$ cat src/rtl/edge_pattern_generator_if.sv
// Valid/ready push interface carrying programmed intervals into the edge pattern generator.
interface edge_pattern_generator_if #(
   parameter int unsigned CNT_W = 8
);
   logic             in_valid;
   logic             in_ready;
   logic [CNT_W-1:0] in_interval;

   modport master (output in_valid, output in_interval, input in_ready);
   modport slave  (input in_valid, input in_interval, output in_ready);
endinterface

$ cat src/rtl/edge_pattern_generator.sv
// Turns a FIFO of intervals into a single-bit waveform: each popped interval ends in one toggle.
module edge_pattern_generator #(
   parameter int unsigned CNT_W      = 8,
   parameter int unsigned FIFO_DEPTH = 4,
   parameter logic        INIT_LEVEL = 1'b0
) (
   input  logic                   clk,
   input  logic                   rst,
   edge_pattern_generator_if.slave bus,
   input  logic                   abort,
   output logic                   signal_out,
   output logic                   edge_strobe,
   output logic                   busy
);
   localparam int unsigned AW = $clog2(FIFO_DEPTH);

   typedef enum logic [0:0] {StIdle, StRun} state_e;

   state_e           state_q, state_d;
   logic [CNT_W-1:0] cnt_q, cnt_d;
   logic [CNT_W-1:0] mem_q [FIFO_DEPTH];
   logic [AW-1:0]    rd_ptr_q, wr_ptr_q;
   logic [AW:0]      count_q, count_d;
   logic             fifo_empty, fifo_full;
   logic             push, pop, toggle;
   logic [CNT_W-1:0] head, load;

   assign fifo_empty  = (count_q == '0);
   assign fifo_full   = (count_q == (AW + 1)'(FIFO_DEPTH));
   assign bus.in_ready = !fifo_full && !rst;
   assign push        = bus.in_valid && bus.in_ready && !abort;

   // Interval 0 behaves like 1, so both load a zero count.
   assign head = mem_q[rd_ptr_q];
   assign load = (head == '0) ? '0 : head - CNT_W'(1);

   always_comb begin
      state_d = state_q;
      cnt_d   = cnt_q;
      pop     = 1'b0;
      toggle  = 1'b0;
      unique case (state_q)
         StIdle: begin
            if (!fifo_empty) begin
               pop     = 1'b1;
               cnt_d   = load;
               state_d = StRun;
            end
         end
         StRun: begin
            if (cnt_q != '0) begin
               cnt_d = cnt_q - CNT_W'(1);
            end else begin
               toggle = 1'b1;
               if (!fifo_empty) begin
                  pop   = 1'b1;
                  cnt_d = load;
               end else begin
                  state_d = StIdle;
               end
            end
         end
         default: state_d = StIdle;
      endcase
      // Abort wins over both the pending toggle and any pop.
      if (abort) begin
         pop     = 1'b0;
         toggle  = 1'b0;
         cnt_d   = '0;
         state_d = StIdle;
      end
   end

   always_comb begin
      count_d = count_q;
      unique case ({push, pop})
         2'b10:   count_d = count_q + (AW + 1)'(1);
         2'b01:   count_d = count_q - (AW + 1)'(1);
         default: count_d = count_q;
      endcase
      if (abort) begin
         count_d = '0;
      end
   end

   always_ff @(posedge clk) begin
      if (rst) begin
         state_q     <= StIdle;
         cnt_q       <= '0;
         rd_ptr_q    <= '0;
         wr_ptr_q    <= '0;
         count_q     <= '0;
         signal_out  <= INIT_LEVEL;
         edge_strobe <= 1'b0;
         busy        <= 1'b0;
      end else begin
         state_q     <= state_d;
         cnt_q       <= cnt_d;
         count_q     <= count_d;
         signal_out  <= signal_out ^ toggle;
         edge_strobe <= toggle;
         busy        <= (state_d == StRun) || (count_d != '0);
         if (abort) begin
            rd_ptr_q <= '0;
            wr_ptr_q <= '0;
         end else begin
            if (push) wr_ptr_q <= wr_ptr_q + AW'(1);
            if (pop)  rd_ptr_q <= rd_ptr_q + AW'(1);
         end
      end
   end

   always_ff @(posedge clk) begin
      if (push) begin
         mem_q[wr_ptr_q] <= bus.in_interval;
      end
   end
endmodule
$ cat src/flat_wrapper.sv
// flat-port wrapper written by rule: the top's interface ports become plain ports
module edge_pattern_generator_flat 
#(
   parameter int unsigned CNT_W      = 8,
   parameter int unsigned FIFO_DEPTH = 4,
   parameter logic        INIT_LEVEL = 1'b0
)
  (clk, rst, abort, signal_out, edge_strobe, busy, bus_in_valid, bus_in_interval, bus_in_ready);
  edge_pattern_generator_if #(.CNT_W(CNT_W)) bus_i ();
  input  logic clk;
  input  logic rst;
  input  logic abort;
  output logic signal_out;
  output logic edge_strobe;
  output logic busy;
  input wire logic [$bits(bus_i.in_valid)-1:0] bus_in_valid;
  input wire logic [$bits(bus_i.in_interval)-1:0] bus_in_interval;
  output wire logic [$bits(bus_i.in_ready)-1:0] bus_in_ready;
  assign bus_i.in_valid = bus_in_valid;
  assign bus_i.in_interval = bus_in_interval;
  assign bus_in_ready = bus_i.in_ready;
  edge_pattern_generator #(.CNT_W(CNT_W), .FIFO_DEPTH(FIFO_DEPTH), .INIT_LEVEL(INIT_LEVEL)) u_core (.clk(clk), .rst(rst), .bus(bus_i), .abort(abort), .signal_out(signal_out), .edge_strobe(edge_strobe), .busy(busy));
endmodule
$ cat config.mk
export PLATFORM = sky130hd
export DESIGN_NAME = edge_pattern_generator_flat
export DESIGN_NICKNAME = d
export VERILOG_FILES = /design/src/rtl/edge_pattern_generator_if.sv /design/src/rtl/edge_pattern_generator.sv /design/src/flat_wrapper.sv
export SDC_FILE = /design/constraint.sdc
export NUM_CORES = 1
export LEC_CHECK = 0
export BUFFER_PORTS_ARGS = -buffer_cell sky130_fd_sc_hd__clkbuf_2
export CORE_MARGIN = 1.5
export CORE_UTILIZATION = 50
export DETAILED_ROUTE_END_ITERATION = 8
export HOLD_SLACK_MARGIN = 0.03
export PLACE_DENSITY = 0.68
export SLEW_MARGIN = 40
export SYNTH_ARGS = -nofsm -noshare
export SYNTH_HDL_FRONTEND = slang
export SYNTH_SLANG_ARGS = --single-unit
$ cat constraint.sdc
create_clock -name clk -period 3.4 [get_ports clk]
set_input_delay 0.51 -clock clk [delete_from_list [all_inputs] [get_ports clk]]
set_output_delay 0.51 -clock clk [all_outputs]
set_load 0.005 [all_outputs]
# == Word level (Yosys, flattened, before mapping) ==
# Memories as Yosys holds them, arrays and structs flattened. A register that Yosys moved wholly into a read port is not among the register bits.
# Cells that the tools add are included.
# word_totals
inputBits,12
elab_cells,52
n_memories,1
ff_bits,19
ram_bits,32
output_inout_bits,4
# memory_table
memory,words,width,rd,rd_ports_with_merged_regs,wr,line_no,source
u_core.mem_q,4,8,1,1,1,edge_pattern_generator.sv:21,logic [CNT_W-1:0] mem_q [FIFO_DEPTH];
# classes
reduce_logical,12
n_mux,20
n_addsub,6
bitwise_logic,2
eq_ne,3
# op_table
op,n
$mux W8,3
$pmux W8 S2,1
$sub A8 B1 Y8 const B,2
$mux W1,10
$logic_not A8 Y1,1
$reduce_bool A8 Y1,1
$pmux W3 S2,1
$add A2 B1 Y2 const B,2
$mux W2,2
$pmux W1 S2,2
$add A3 B1 Y3 const B,1
$eq A3 B3 Y1 const B,1
$logic_and A1 B1 Y1,3
$logic_not A1 Y1,3
$logic_not A3 Y1,1
$mux W3,1
$reduce_bool A3 Y1,1
$sub A3 B1 Y3 const B,1
$eq A2 B1 Y1 const B,1
$eq A2 B2 Y1 const B,1
$reduce_or A2 Y1,1
$logic_or A1 B1 Y1,1
$not A1 Y1,1
$xor A1 B1 Y1,1

# == Longest topological paths before layout ==
# Gate-level depths: netlist of run 1.
# depth
ltp_word,10
ltp_mapped,12
ltp_nobuf,11

# == Worst setup path before layout of run 1 ==
# OpenSTA, ideal clock, no wires.
# synth_path
path_kind,register to register
from,register u_core.cnt_q[0]
to,register u_core.busy
setup_slack_ps,376
path_stages_with_launch,12
t_arrival_ps,2890
t_required_ps,3266
path_buffers,1
synth_period_minus_slack_ps,3024
setup_ps,134
path_cell_list,dfxtp_1 > inv_1 > ha_1 > or3b_2 > o21a_1 > clkbuf_1 > nor3_1 > ha_1 > fa_1 > mux2i_1 > nor2_1 > or4_1
# synth_between
elab_chain_len,9
word_cells_on_any_way,13
classes_between,eq/ne: 2; mux: 8; reduce/logical: 3
# synth_rtl
element,line_no,source
from (decl),edge_pattern_generator.sv:20,"logic [CNT_W-1:0] cnt_q, cnt_d;"
from (signal assigned),edge_pattern_generator.sv:98,cnt_q <= cnt_d;
$reduce_bool A8 Y1 (*),edge_pattern_generator.sv:51,if (cnt_q != '0) begin
$mux W1 (*),edge_pattern_generator.sv:51,
$pmux W1 S2 (*),edge_pattern_generator.sv:42,unique case (state_q)
$mux W1 (*),edge_pattern_generator.sv:66,if (abort) begin
via u_core.pop,edge_pattern_generator.sv:25,"logic push, pop, toggle;"
$eq A2 B1 Y1 or $eq A2 B2 Y1 (tied branches),edge_pattern_generator.sv:76,"unique case ({push, pop})"
$pmux W3 S2 (*),edge_pattern_generator.sv:76,
$mux W3 (*),edge_pattern_generator.sv:81,if (abort) begin
$reduce_bool A3 Y1 (*),edge_pattern_generator.sv:102,busy <= (state_d == StRun) || (count_d != '0);
$logic_or A1 B1 Y1 (*),edge_pattern_generator.sv:102,
to (signal assigned),edge_pattern_generator.sv:102,
to (decl),edge_pattern_generator.sv:13,output logic busy
# The timed path passes the listed nets; every way through them passes the cells marked *.
# A chain may end at the register's enable or synchronous reset.

# == Worst setup path in the final report of run 1 ==
# Ends and elaborated chain as after synthesis.

==> results of run 1 <==
==> sequential cells by signal (all words and copies together), names as in the netlist, named ones only <==
| name | count |
|---|---|
| u_core.rd_ptr_q | 2 |
| u_core.edge_strobe | 1 |
| u_core.count_q | 3 |
| u_core.cnt_q | 8 |
| u_core.signal_out | 1 |
| u_core.wr_ptr_q | 2 |
| u_core.mem_q | 32 |
| u_core.state_q | 1 |
| u_core.busy | 1 |
==> report_power, final <==
group	leakage [nW]	internal [mW]	switching (mW)	total (mW)
clock	0.0643	0.292	0.197	0.489
combinational	0.439	0.0255	0.0347	0.0602
sequential	0.459	0.687	0.00442	0.691
total	0.962	1.00	0.236	1.24
==> worst max path at each step <==
stage / cells past startpoint / end / slack (ns)
finish: 10 / u_core.busy$_SDFF_PP0_ / 0.34
global route: 11 / u_core.busy$_SDFF_PP0_ / 0.20
detailed placement: 10 / u_core.busy$_SDFF_PP0_ / 0.38
floorplan: 11 / u_core.busy$_SDFF_PP0_ / 0.38
global placement: 10 / u_core.busy$_SDFF_PP0_ / 0.48
CTS: 10 / u_core.busy$_SDFF_PP0_ / 0.37
==> per-layer routing <==
| metal | vias to the layer above | GRT usage | wire, um |
|---|---|---|---|
| met1 | 695 | 0.219 | 1880 |
| met2 | 30 | 0.307 | 2120 |
| met3 | 4 | 0.0458 | 134 |
| met4 | 0 | 0.0566 | 36 |
| li1 | 732 | - | - |
| met5 | - | 0 | 0 |
==> layout by cell type (no fill, tap or decap), types with 2 or more instances in the layout <==
| cell | instances |
|---|---|
| nand2_1 | 10 |
| edfxtp_1 | 32 |
| o21a_1 | 2 |
| dfxtp_1 | 21 |
| and2_1 | 4 |
| xnor2_1 | 5 |
| clkbuf_8 | 5 |
| nor2_1 | 22 |
| clkbuf_2 | 15 |
| a31oi_1 | 4 |
| or3_1 | 3 |
| nand2b_1 | 2 |
| a21o_1 | 2 |
| nor3_1 | 5 |
| o21ai_1 | 3 |
| a221oi_2 | 2 |
| o21ai_0 | 3 |
| buf_4 | 3 |
| nand3_1 | 3 |
| bufinv_16 | 2 |
| inv_1 | 9 |
| mux4_2 | 7 |
| or4_1 | 3 |
| ha_1 | 9 |
| xor2_1 | 6 |
| a21oi_1 | 7 |
==> cell type report <==
class,count,share of cell area
Multi-Input combinational cell,122,0.363
Clock buffer,5,0.0256
Sequential cell,53,0.513
Inverter,9,0.0126
Tap cell,54,0.0251
Clock inverter,3,0.0242
Timing Repair Buffer,18,0.0363
==> Yosys cell counts, drive strengths merged <==
| library cell | count |
|---|---|
| nand3b | 1 |
| nor4 | 1 |
| a31oi | 4 |
| a21oi | 7 |
| nor2 | 22 |
| fa | 1 |
| buf | 1 |
| or2 | 1 |
| nand3 | 3 |
| nor3 | 5 |
| mux2 | 1 |
| mux4 | 8 |
| dfxtp | 21 |
| inv | 9 |
| o311ai | 1 |
| xnor2 | 5 |
| xor2 | 6 |
| nor2b | 1 |
| or4 | 4 |
| ha | 9 |
| and4bb | 1 |
| or3 | 3 |
| o21a | 2 |
| edfxtp | 32 |
| and3b | 1 |
| nor4b | 1 |
| mux2i | 1 |
| a21o | 2 |
| nor3b | 1 |
| nand4b | 1 |
| o311a | 1 |
| nand2b | 2 |
| and2 | 4 |
| a21boi | 1 |
| a31o | 1 |
| a221oi | 2 |
| clkbuf | 4 |
| o21ai | 6 |
| or3b | 1 |
| o22ai | 1 |
| nand2 | 10 |
==> worst register-to-register path, delay by kind of cell (launching register included) <==
family	cells	cell delay, ns
mux	1	0.13
simple gates	4	1.32
buf+inv	1	0.09
flops	1	0.35
fa+ha+maj	3	0.84
compound gates	1	0.20
==> stage by stage <==
| stage | utilization | worst slack (ns) | hold WS [ns] |
|---|---|---|---|
| after floorplan | - | 0.376 | 0.469 |
| after global placement | 0.545 | 0.476 | 0.479 |
| after detailed placement | 0.545 | 0.377 | 0.494 |
| after CTS | 0.573 | 0.373 | 0.411 |
| after global routing | 0.573 | 0.201 | 0.402 |
| final | 0.573 | 0.342 | 0.424 |
==> kinds of logic after synthesis <==
| logic type | Yosys count | synth area share |
|---|---|---|
| AO/OA/AOI/OAI | 28 | 0.0838 |
| XOR/XNOR | 11 | 0.0399 |
| adder cells (fa/ha/maj) | 10 | 0.0549 |
| buffers and inverters | 14 | 0.0248 |
| flip-flops | 53 | 0.571 |
| multiplexers | 10 | 0.0849 |
| AND/OR/NAND/NOR | 63 | 0.140 |
==> impl_metrics.py, run 1 <==
metrics = {
    "outcome": {
        "status": "finished clean",
    },
    "worst_setup_path": {
        "reg2reg_to": "u_core.busy$_SDFF_PP0_",
        "critPathMostFrequentCell": "ha_1",
        "crit_path_max_incr_delay_ns": 0.47,
        "cpLargestDelayFamily": "simple AND/OR/NAND/NOR gates",
        "cp-startpoint": "u_core.cnt_q[0]$_SDFF_PP0_",
        "crit_fanout": 4,
        "r2r_slack_ns": 0.34,
        "crit_required_ns": 3.58,
        "ff2ff_path_depth": 10,
        "cp_cell_sequence": "inv_1 -> ha_1 -> or3b_2 -> o21a_1 -> nor3_1 -> ha_1 -> fa_1 -> mux2i_1 -> nor2_1 -> or4_1",
        "critPathArrivalTime_ns": 3.24,
        "crit_slowest_cell": "or3b_2",
        "path_buf_inv": 1,
        "crit_path_end_kind": "register",
        "critPathLaunchType": "register",
        "r2r-start": "u_core.cnt_q[0]$_SDFF_PP0_",
        "worstSetupPathType": "register to register",
    },
    "synth": {
        "synth_cells": 189,
        "synth_top_area_share": 0.398,
        "ys_types": 44,
        "ys_top_cells_by_area": "edfxtp_1, dfxtp_1, mux4_2, ha_1, nor2_1",
        "ys_ff_latch": 53,
        "yosysWarnings": 0,
        "syn-num-nets": 211,
        "synth_area_mm2": 0.00242,
        "synth_seq_area_share": 0.571,
        "syn_avg_cell_area_um2": 12.8,
        "yosysTopAreaCell": "edfxtp_1",
    },
    "timing": {
        "fmax_mhz": 327,
        "timing.final.hold_violations": 0,
        "finalSetupTns_ns": 0,
        "maxSlewHeadroom": 0.520,
        "layout_min_cycle_time_ns": 3.06,
        "rsz0062_at_grt": "false",
        "clock_skew_ns": 0.00702,
        "finalSetupViolCount": 0,
        "timing.final.crit_share": 0.899,
        "maxSlewViolCount": 0,
        "tightest_slew_ns": 0.715,
    },
    "cts": {
        "numClockSinks": 53,
        "cts_setup_buffers": 0,
        "cts_hold_buf": 0,
        "post_cts_resized": 0,
        "path_clk_slew_ns": 0.09,
        "cts-root-buf": "clkbuf_8",
        "numCtsBuffers": 5,
        "clk-insertion-delay-late_ns": 0.30,
        "clock_path_buffers": 2,
        "h-tree-depth": 2,
        "cts_tree": "yes",
    },
    "routing": {
        "drt_wl_total_um": 4170,
        "vias": 1461,
        "drt_iter0_drc": 99,
        "ant_nets": 0,
        "dr.pass1.iters": 4,
        "via_per_inst": 5.53,
        "drcViolationCount": 0,
        "route.detailed.wl_per_inst_um": 15.8,
    },
    "final_layout": {
        "drive_gt1_frac": 0.190,
        "multiInputGateArea_um2": 976,
        "final-seq-area_mm2": 0.00138,
        "diodes": 0,
        "fin_area_mm2": 0.00269,
        "layoutNonFillerInstCount": 264,
        "syn2layout_area_growth_pct": 11.3,
        "nets": 231,
        "fillerInstances": 385,
    },
    "floorplanning": {
        "rows": 25,
        "die_x_um": 72.5,
        "start_util": 0.515,
        "core_mm2": 0.00469,
        "ioPinCount": 16,
        "die_area_mm2": 0.00526,
        "die_h_um": 72.5,
    },
    "pwr": {
        "pwr_density_cell_mw_per_mm2": 461,
        "p_total_mw": 1.24,
        "p_leak_nw": 0.962,
        "ir_drop_mv": 0.351,
    },
    "global_route": {
        "first_global_vias": 1488,
        "antenna_found_initial": 0,
        "grt_pass1_wl_um": 6970,
        "grt_max_degree": 17,
        "grt_overflow": 0,
        "grt_usage": 0.178,
    },
    "place": {
        "post-place-cells": 256,
        "dpl_cell_area_mm2": 0.00256,
        "hpwl_um": 3060,
        "gp_congestion": 0.805,
        "io_buffers": 15,
    },
    "worst_hold_path": {
        "hold-path-cell-count": 1,
        "hold_start": "bus_in_interval[3]",
        "min_path_type": "input pin to register",
        "hold_path_end": "u_core.mem_q[0][3]$_DFFE_PP_",
    },
    "job": {
        "maxCapViolations": 0,
    },
}
No activity file was read; power rests on OpenSTA's default activity.
==> run 2, diff against run 1 <==
--- a/config.mk
+++ b/config.mk
@@ -6,11 +6,13 @@
 export NUM_CORES = 1
 export LEC_CHECK = 0
 export BUFFER_PORTS_ARGS = -buffer_cell sky130_fd_sc_hd__clkbuf_2
+export CAP_MARGIN = 25
 export CORE_MARGIN = 1.5
 export CORE_UTILIZATION = 50
 export DETAILED_ROUTE_END_ITERATION = 8
 export HOLD_SLACK_MARGIN = 0.03
 export PLACE_DENSITY = 0.68
+export RECOVER_POWER = 100
 export SLEW_MARGIN = 40
 export SYNTH_ARGS = -nofsm -noshare
 export SYNTH_HDL_FRONTEND = slang
==> run 2 against run 1 <==
Net effect: cell count unchanged; die area did not move; routed wire length increased by 0.55%; clock power is essentially flat; via count increased by 0.34%; non-clock buffer count unchanged; flip-flop and latch count unchanged; register-to-register slack improved by 0.03 ns.
==> impl_metrics.py, run 2 (synthesis gave the netlist of run 1 again) <==
metrics = {
    "final_layout": {
        "nets": 231,
        "largest_register_ffs": 32,
        "layout_commonest_cell": "edfxtp_1",
        "largest_register": "u_core.mem_q",
        "drive_gt1_frac": 0.119,
        "final_util": 0.563,
        "syn2layout_area_growth_pct": 9.21,
        "largest_registers": "u_core.mem_q: 32 flops, u_core.cnt_q: 8 flops, u_core.count_q: 3 flops",
        "final_cell_mix": "edfxtp_1, nor2_1, dfxtp_1",
        "diodes": 0,
    },
    "place": {
        "io_buffers": 15,
        "gp_congestion": 0.805,
        "place_ws_ns": 0.377,
        "hpwl_um": 3060,
    },
    "global_route": {
        "grt_usage": 0.178,
        "grt_max_degree": 17,
        "grt_overflow": 0,
        "antenna_found_initial": 0,
        "first_global_vias": 1488,
        "grt_pass1_wl_um": 6970,
    },
    "cts": {
        "path_clk_slew_ns": 0.09,
        "clk-insertion-delay-late_ns": 0.30,
        "cts_setup_buffers": 0,
        "cts_tree": "yes",
        "cts_hold_buf": 0,
        "cts-root-buf": "clkbuf_8",
        "h-tree-depth": 2,
        "post_cts_resized": 0,
        "clock_path_buffers": 2,
        "numCtsBuffers": 5,
        "numClockSinks": 53,
    },
    "pwr": {
        "seqPwrFrac": 0.558,
        "pwr_density_cell_mw_per_mm2": 469,
        "intPower_mw": 1.00,
        "ir_drop_mv": 0.343,
        "p_comb_frac": 0.045,
        "p_sw_frac": 0.192,
        "clkPwrFrac": 0.397,
        "p_leak_nw": 0.919,
        "p_sw_uw": 237,
    },
    "timing": {
        "finalSetupViolCount": 0,
        "clock_skew_ns": 0.00676,
        "rsz0062_at_grt": "false",
        "fin_ws_ns": 0.372,
        "finalSetupTns_ns": 0,
        "maxSlewViolCount": 0,
        "timing.final.crit_share": 0.891,
        "fmax_mhz": 330,
        "tightest_slew_ns": 0.661,
        "maxSlewHeadroom": 0.557,
        "layout_min_cycle_time_ns": 3.03,
        "timing.final.hold_violations": 0,
    },
    "worst_setup_path": {
        "critPathArrivalTime_ns": 3.21,
        "critPathLaunchType": "register",
        "crit_fanout": 4,
        "worstSetupPathType": "register to register",
        "crit_path_end_kind": "register",
        "crit_required_ns": 3.58,
    },
    "floorplanning": {
        "core_mm2": 0.00469,
        "rows": 25,
        "ioPinCount": 16,
        "die_x_um": 72.5,
        "die_h_um": 72.5,
        "die_area_mm2": 0.00526,
        "start_util": 0.515,
    },
    "routing": {
        "dr.pass1.iters": 4,
        "ant_nets": 0,
        "drt_iter0_drc": 103,
        "drcViolationCount": 0,
        "via_per_inst": 5.55,
        "route.detailed.wl_per_inst_um": 15.9,
        "drt_wl_total_um": 4190,
        "vias": 1466,
    },
    "outcome": {
        "status": "finished clean",
    },
    "job": {
        "maxCapViolations": 0,
    },
    "worst_hold_path": {
        "min_path_type": "input pin to register",
    },
}
run 2: worst paths after layout:
path / endpoint / depth (start not counted) / from / slack, ns
hold reg to reg: register / 2 / u_core.rd_ptr_q[1]$_SDFFE_PP0P_ / 0.52
setup reg to reg: u_core.busy$_SDFF_PP0_ / 10 / u_core.cnt_q[0]$_SDFF_PP0_ / 0.37
setup / recovery: u_core.busy$_SDFF_PP0_ / 10 / u_core.cnt_q[0]$_SDFF_PP0_ / 0.37
hold / removal: u_core.edge_strobe$_SDFF_PP0_ / 2 / rst / 0.43
run 2: power by group through the flow:
stage          combinational, mW  clock, mW  sequential [mW]
2_1_floorplan             0.0382          0            0.705
3_5_place_dp              0.0600          0            0.706
6_report                  0.0560      0.491            0.691
5_1_grt                   0.0627      0.524            0.693
4_1_cts                   0.0606      0.499            0.692
3_3_place_gp              0.0574          0            0.706
run 2: final cells by class:
class / instances / area (um2)
multi-input cells: 122 / 941
repair buffers: 18 / 82.6
flip-flops and latches: 53 / 1380
inverters: 9 / 33.8
clock inverters: 3 / 65.1
clock buffers: 5 / 68.8
fillers: 401 / 2050
well taps: 54 / 67.6
run 2: metrics by stage:
step / instances / hold WS [ns] / instance area (um2) / total power, mW
after floorplan: 189 / 0.469 / 2420 / 0.743
after global placement: 256 / 0.479 / 2560 / 0.763
after detailed placement: 256 / 0.494 / 2560 / 0.766
after CTS: 264 / 0.411 / 2690 / 1.25
after global routing: 264 / 0.429 / 2640 / 1.28
final: 264 / 0.430 / 2640 / 1.24
run 2: worst max-delay path, cell delays in order, from the launching register on:
cell     delay [ns]
dfxtp_1        0.34
inv_1          0.08
ha_1           0.13
or3b_2         0.47
o21a_1         0.20
nor3_1         0.31
ha_1           0.27
fa_1           0.44
mux2i_1        0.13
nor2_1         0.06
or4_1          0.47
run 2: per-layer routing:
metal	wire length, um	GRT usage	vias to the layer above
met5	0	0	-
met1	1880	0.219	694
met3	169	0.0458	5
met2	2100	0.307	37
met4	47	0.0566	0
li1	-	-	730
==> run 3, diff against run 2 <==
--- a/config.mk
+++ b/config.mk
@@ -7,11 +7,13 @@
 export LEC_CHECK = 0
 export BUFFER_PORTS_ARGS = -buffer_cell sky130_fd_sc_hd__clkbuf_2
 export CAP_MARGIN = 25
+export CELL_PAD_IN_SITES_DETAIL_PLACEMENT = 1
+export CELL_PAD_IN_SITES_GLOBAL_PLACEMENT = 2
 export CORE_MARGIN = 1.5
-export CORE_UTILIZATION = 50
+export CORE_UTILIZATION = 41
 export DETAILED_ROUTE_END_ITERATION = 8
 export HOLD_SLACK_MARGIN = 0.03
-export PLACE_DENSITY = 0.68
+export PLACE_DENSITY_LB_ADDON = 0.1
 export RECOVER_POWER = 100
 export SLEW_MARGIN = 40
 export SYNTH_ARGS = -nofsm -noshare
==> run 3 against run 2 <==
Net effect: sequential power hardly changed; maximum frequency decreased by 2.4%; count of clock-buffer cells in the layout unchanged; cell count increased by 7.2%; critical path type unchanged; flip-flop and latch count unchanged; setup slack got worse by 0.073 ns; critical path depth is 1 higher; final area fell by 0.19%; largest power group unchanged; worst hold slack better by 0.0033 ns.
==> impl_metrics.py, run 3 (synthesis gave the netlist of run 1 again) <==
metrics = {
    "outcome": {
        "status": "finished clean",
    },
    "final_layout": {
        "largest_register_ffs": 32,
        "final_cell_mix": "edfxtp_1, nor2_1, dfxtp_1",
        "syn2layout_area_growth_pct": 9.01,
        "layoutNonFillerInstCount": 283,
        "diodes": 0,
        "fillerInstances": 617,
        "layout_commonest_cell": "edfxtp_1",
        "nets": 232,
        "drive_gt1_frac": 0.128,
        "largest_registers": "u_core.mem_q: 32 flops, u_core.cnt_q: 8 flops, u_core.count_q: 3 flops",
        "largest_register": "u_core.mem_q",
    },
    "worst_setup_path": {
        "critPathMostFrequentCell": "ha_1",
        "cp-startpoint": "u_core.cnt_q[0]$_SDFF_PP0_",
        "crit_slowest_cell": "or4_1",
        "critPathLaunchType": "register",
        "cp_cell_sequence": "inv_1 -> ha_1 -> or3b_2 -> o21a_1 -> nor3_1 -> ha_1 -> fa_1 -> xnor2_1 -> o21ai_1 -> a21oi_1 -> or4_1",
        "crit_path_max_incr_delay_ns": 0.52,
        "critPathArrivalTime_ns": 3.29,
        "r2r-start": "u_core.cnt_q[0]$_SDFF_PP0_",
        "crit_path_end_kind": "register",
        "worstSetupPathType": "register to register",
        "crit_required_ns": 3.59,
        "crit_fanout": 4,
    },
    "timing": {
        "clock_skew_ns": 0.00694,
        "tightest_slew_ns": 0.665,
        "maxSlewViolCount": 0,
        "finalSetupTns_ns": 0,
        "finalSetupViolCount": 0,
        "fin_ws_ns": 0.299,
        "rsz0062_at_grt": "false",
        "timing.final.hold_violations": 0,
        "layout_min_cycle_time_ns": 3.10,
        "fmax_mhz": 322,
        "timing.final.crit_share": 0.912,
        "maxSlewHeadroom": 0.556,
    },
    "cts": {
        "path_clk_slew_ns": 0.10,
        "numCtsBuffers": 5,
        "clk-insertion-delay-late_ns": 0.31,
        "cts-root-buf": "clkbuf_8",
        "clock_path_buffers": 2,
        "cts_tree": "yes",
        "h-tree-depth": 2,
        "numClockSinks": 53,
    },
    "global_route": {
        "grt_usage": 0.175,
        "grt_overflow": 0,
        "first_global_vias": 1596,
        "grt_max_degree": 20,
        "grt_pass1_wl_um": 8310,
        "antenna_found_initial": 0,
    },
    "place": {
        "io_buffers": 15,
        "post-place-cells": 275,
        "hpwl_um": 3780,
        "gp_congestion": 0.877,
        "place_ws_ns": 0.249,
    },
    "floorplanning": {
        "rows": 27,
        "ioPinCount": 16,
        "core_mm2": 0.00561,
        "die_x_um": 79.8,
        "die_h_um": 79.8,
        "start_util": 0.431,
        "die_area_mm2": 0.00637,
    },
    "routing": {
        "dr.pass1.iters": 4,
        "route.detailed.wl_per_inst_um": 17.7,
        "via_per_inst": 5.46,
        "drcViolationCount": 0,
        "drt_iter0_drc": 58,
        "drt_wl_total_um": 5020,
        "vias": 1545,
        "ant_nets": 0,
    },
    "pwr": {
        "pwr_density_cell_mw_per_mm2": 429,
        "ir_drop_mv": 0.222,
        "clkPwrFrac": 0.337,
        "p_sw_frac": 0.236,
        "seqPwrFrac": 0.611,
        "p_leak_nw": 0.913,
        "p_sw_uw": 267,
        "intPower_uw": 864,
        "p_comb_frac": 0.051,
    },
    "job": {
        "maxCapViolations": 0,
    },
    "worst_hold_path": {
        "min_path_type": "input pin to register",
        "hold_start": "rst",
    },
}
run 3: through the flow:
| step | cell area [um2] | power (mW) | utilization | hold slack (ns) |
|---|---|---|---|---|
| 2_1_floorplan | 2420 | 0.743 | - | 0.469 |
| 3_3_place_gp | 2590 | 0.766 | 0.461 | 0.484 |
| 3_5_place_dp | 2590 | 0.769 | 0.461 | 0.516 |
| 4_1_cts | 2680 | 1.15 | 0.479 | 0.399 |
| 5_1_grt | 2640 | 1.17 | 0.470 | 0.444 |
| 6_report | 2640 | 1.13 | 0.470 | 0.434 |
run 3: path summary, 6_finish.rpt:
| kind | cells after the start | slack [ns] | to |
|---|---|---|---|
| worst min register to register | 2 | 0.52 | register |
| worst min-delay path | 2 | 0.43 | u_core.edge_strobe$_SDFF_PP0_ |
| worst max-delay path | 11 | 0.30 | u_core.busy$_SDFF_PP0_ |
| worst max register to register | 11 | 0.30 | u_core.busy$_SDFF_PP0_ |
run 3: repair_timing:
item	in CTS	in global routing
resized for setup	0	1
hold buffers	0	0
setup endpoints to repair	0	1
setup buffers	0	0
run 3: final cells by class:
cell class | count | area, um2 | area share
Sequential cell | 53 | 1380 | 0.524
Multi-Input combinational cell | 122 | 941 | 0.357
Timing Repair Buffer | 19 | 91.3 | 0.0347
Tap cell | 72 | 90.1 | 0.0342
Clock buffer | 5 | 68.8 | 0.0261
Inverter | 9 | 33.8 | 0.0128
Clock inverter | 3 | 28.8 | 0.0109
run 3: worst max-delay path: cells and delay by family (launching register included):
kind | cells | cell delay, ns
AOI/OAI and AO/OA | 3 | 0.52
and+or+nand+nor | 3 | 1.29
adders and majority gates | 3 | 0.62
buffers and inverters | 1 | 0.09
DFF | 1 | 0.35
xor gates and xnor gates | 1 | 0.12
run 3: routing by layer:
| layer | up-vias | routed length, um | track usage |
|---|---|---|---|
| li1 | 734 | - | - |
| met1 | 786 | 2320 | 0.234 |
| met2 | 16 | 2520 | 0.291 |
| met3 | 9 | 92 | 0.0286 |
| met4 | 0 | 84 | 0.0586 |
| met5 | - | 0 | 0 |
run 3: power groups by stage:
stage / Sequential [mW] / Clock, mW / Combinational [mW]
detailed placement: 0.707 / 0 / 0.0626
CTS: 0.692 / 0.393 / 0.0632
floorplan: 0.705 / 0 / 0.0382
global placement: 0.706 / 0 / 0.0599
finish: 0.692 / 0.382 / 0.0580
global route: 0.693 / 0.412 / 0.0657
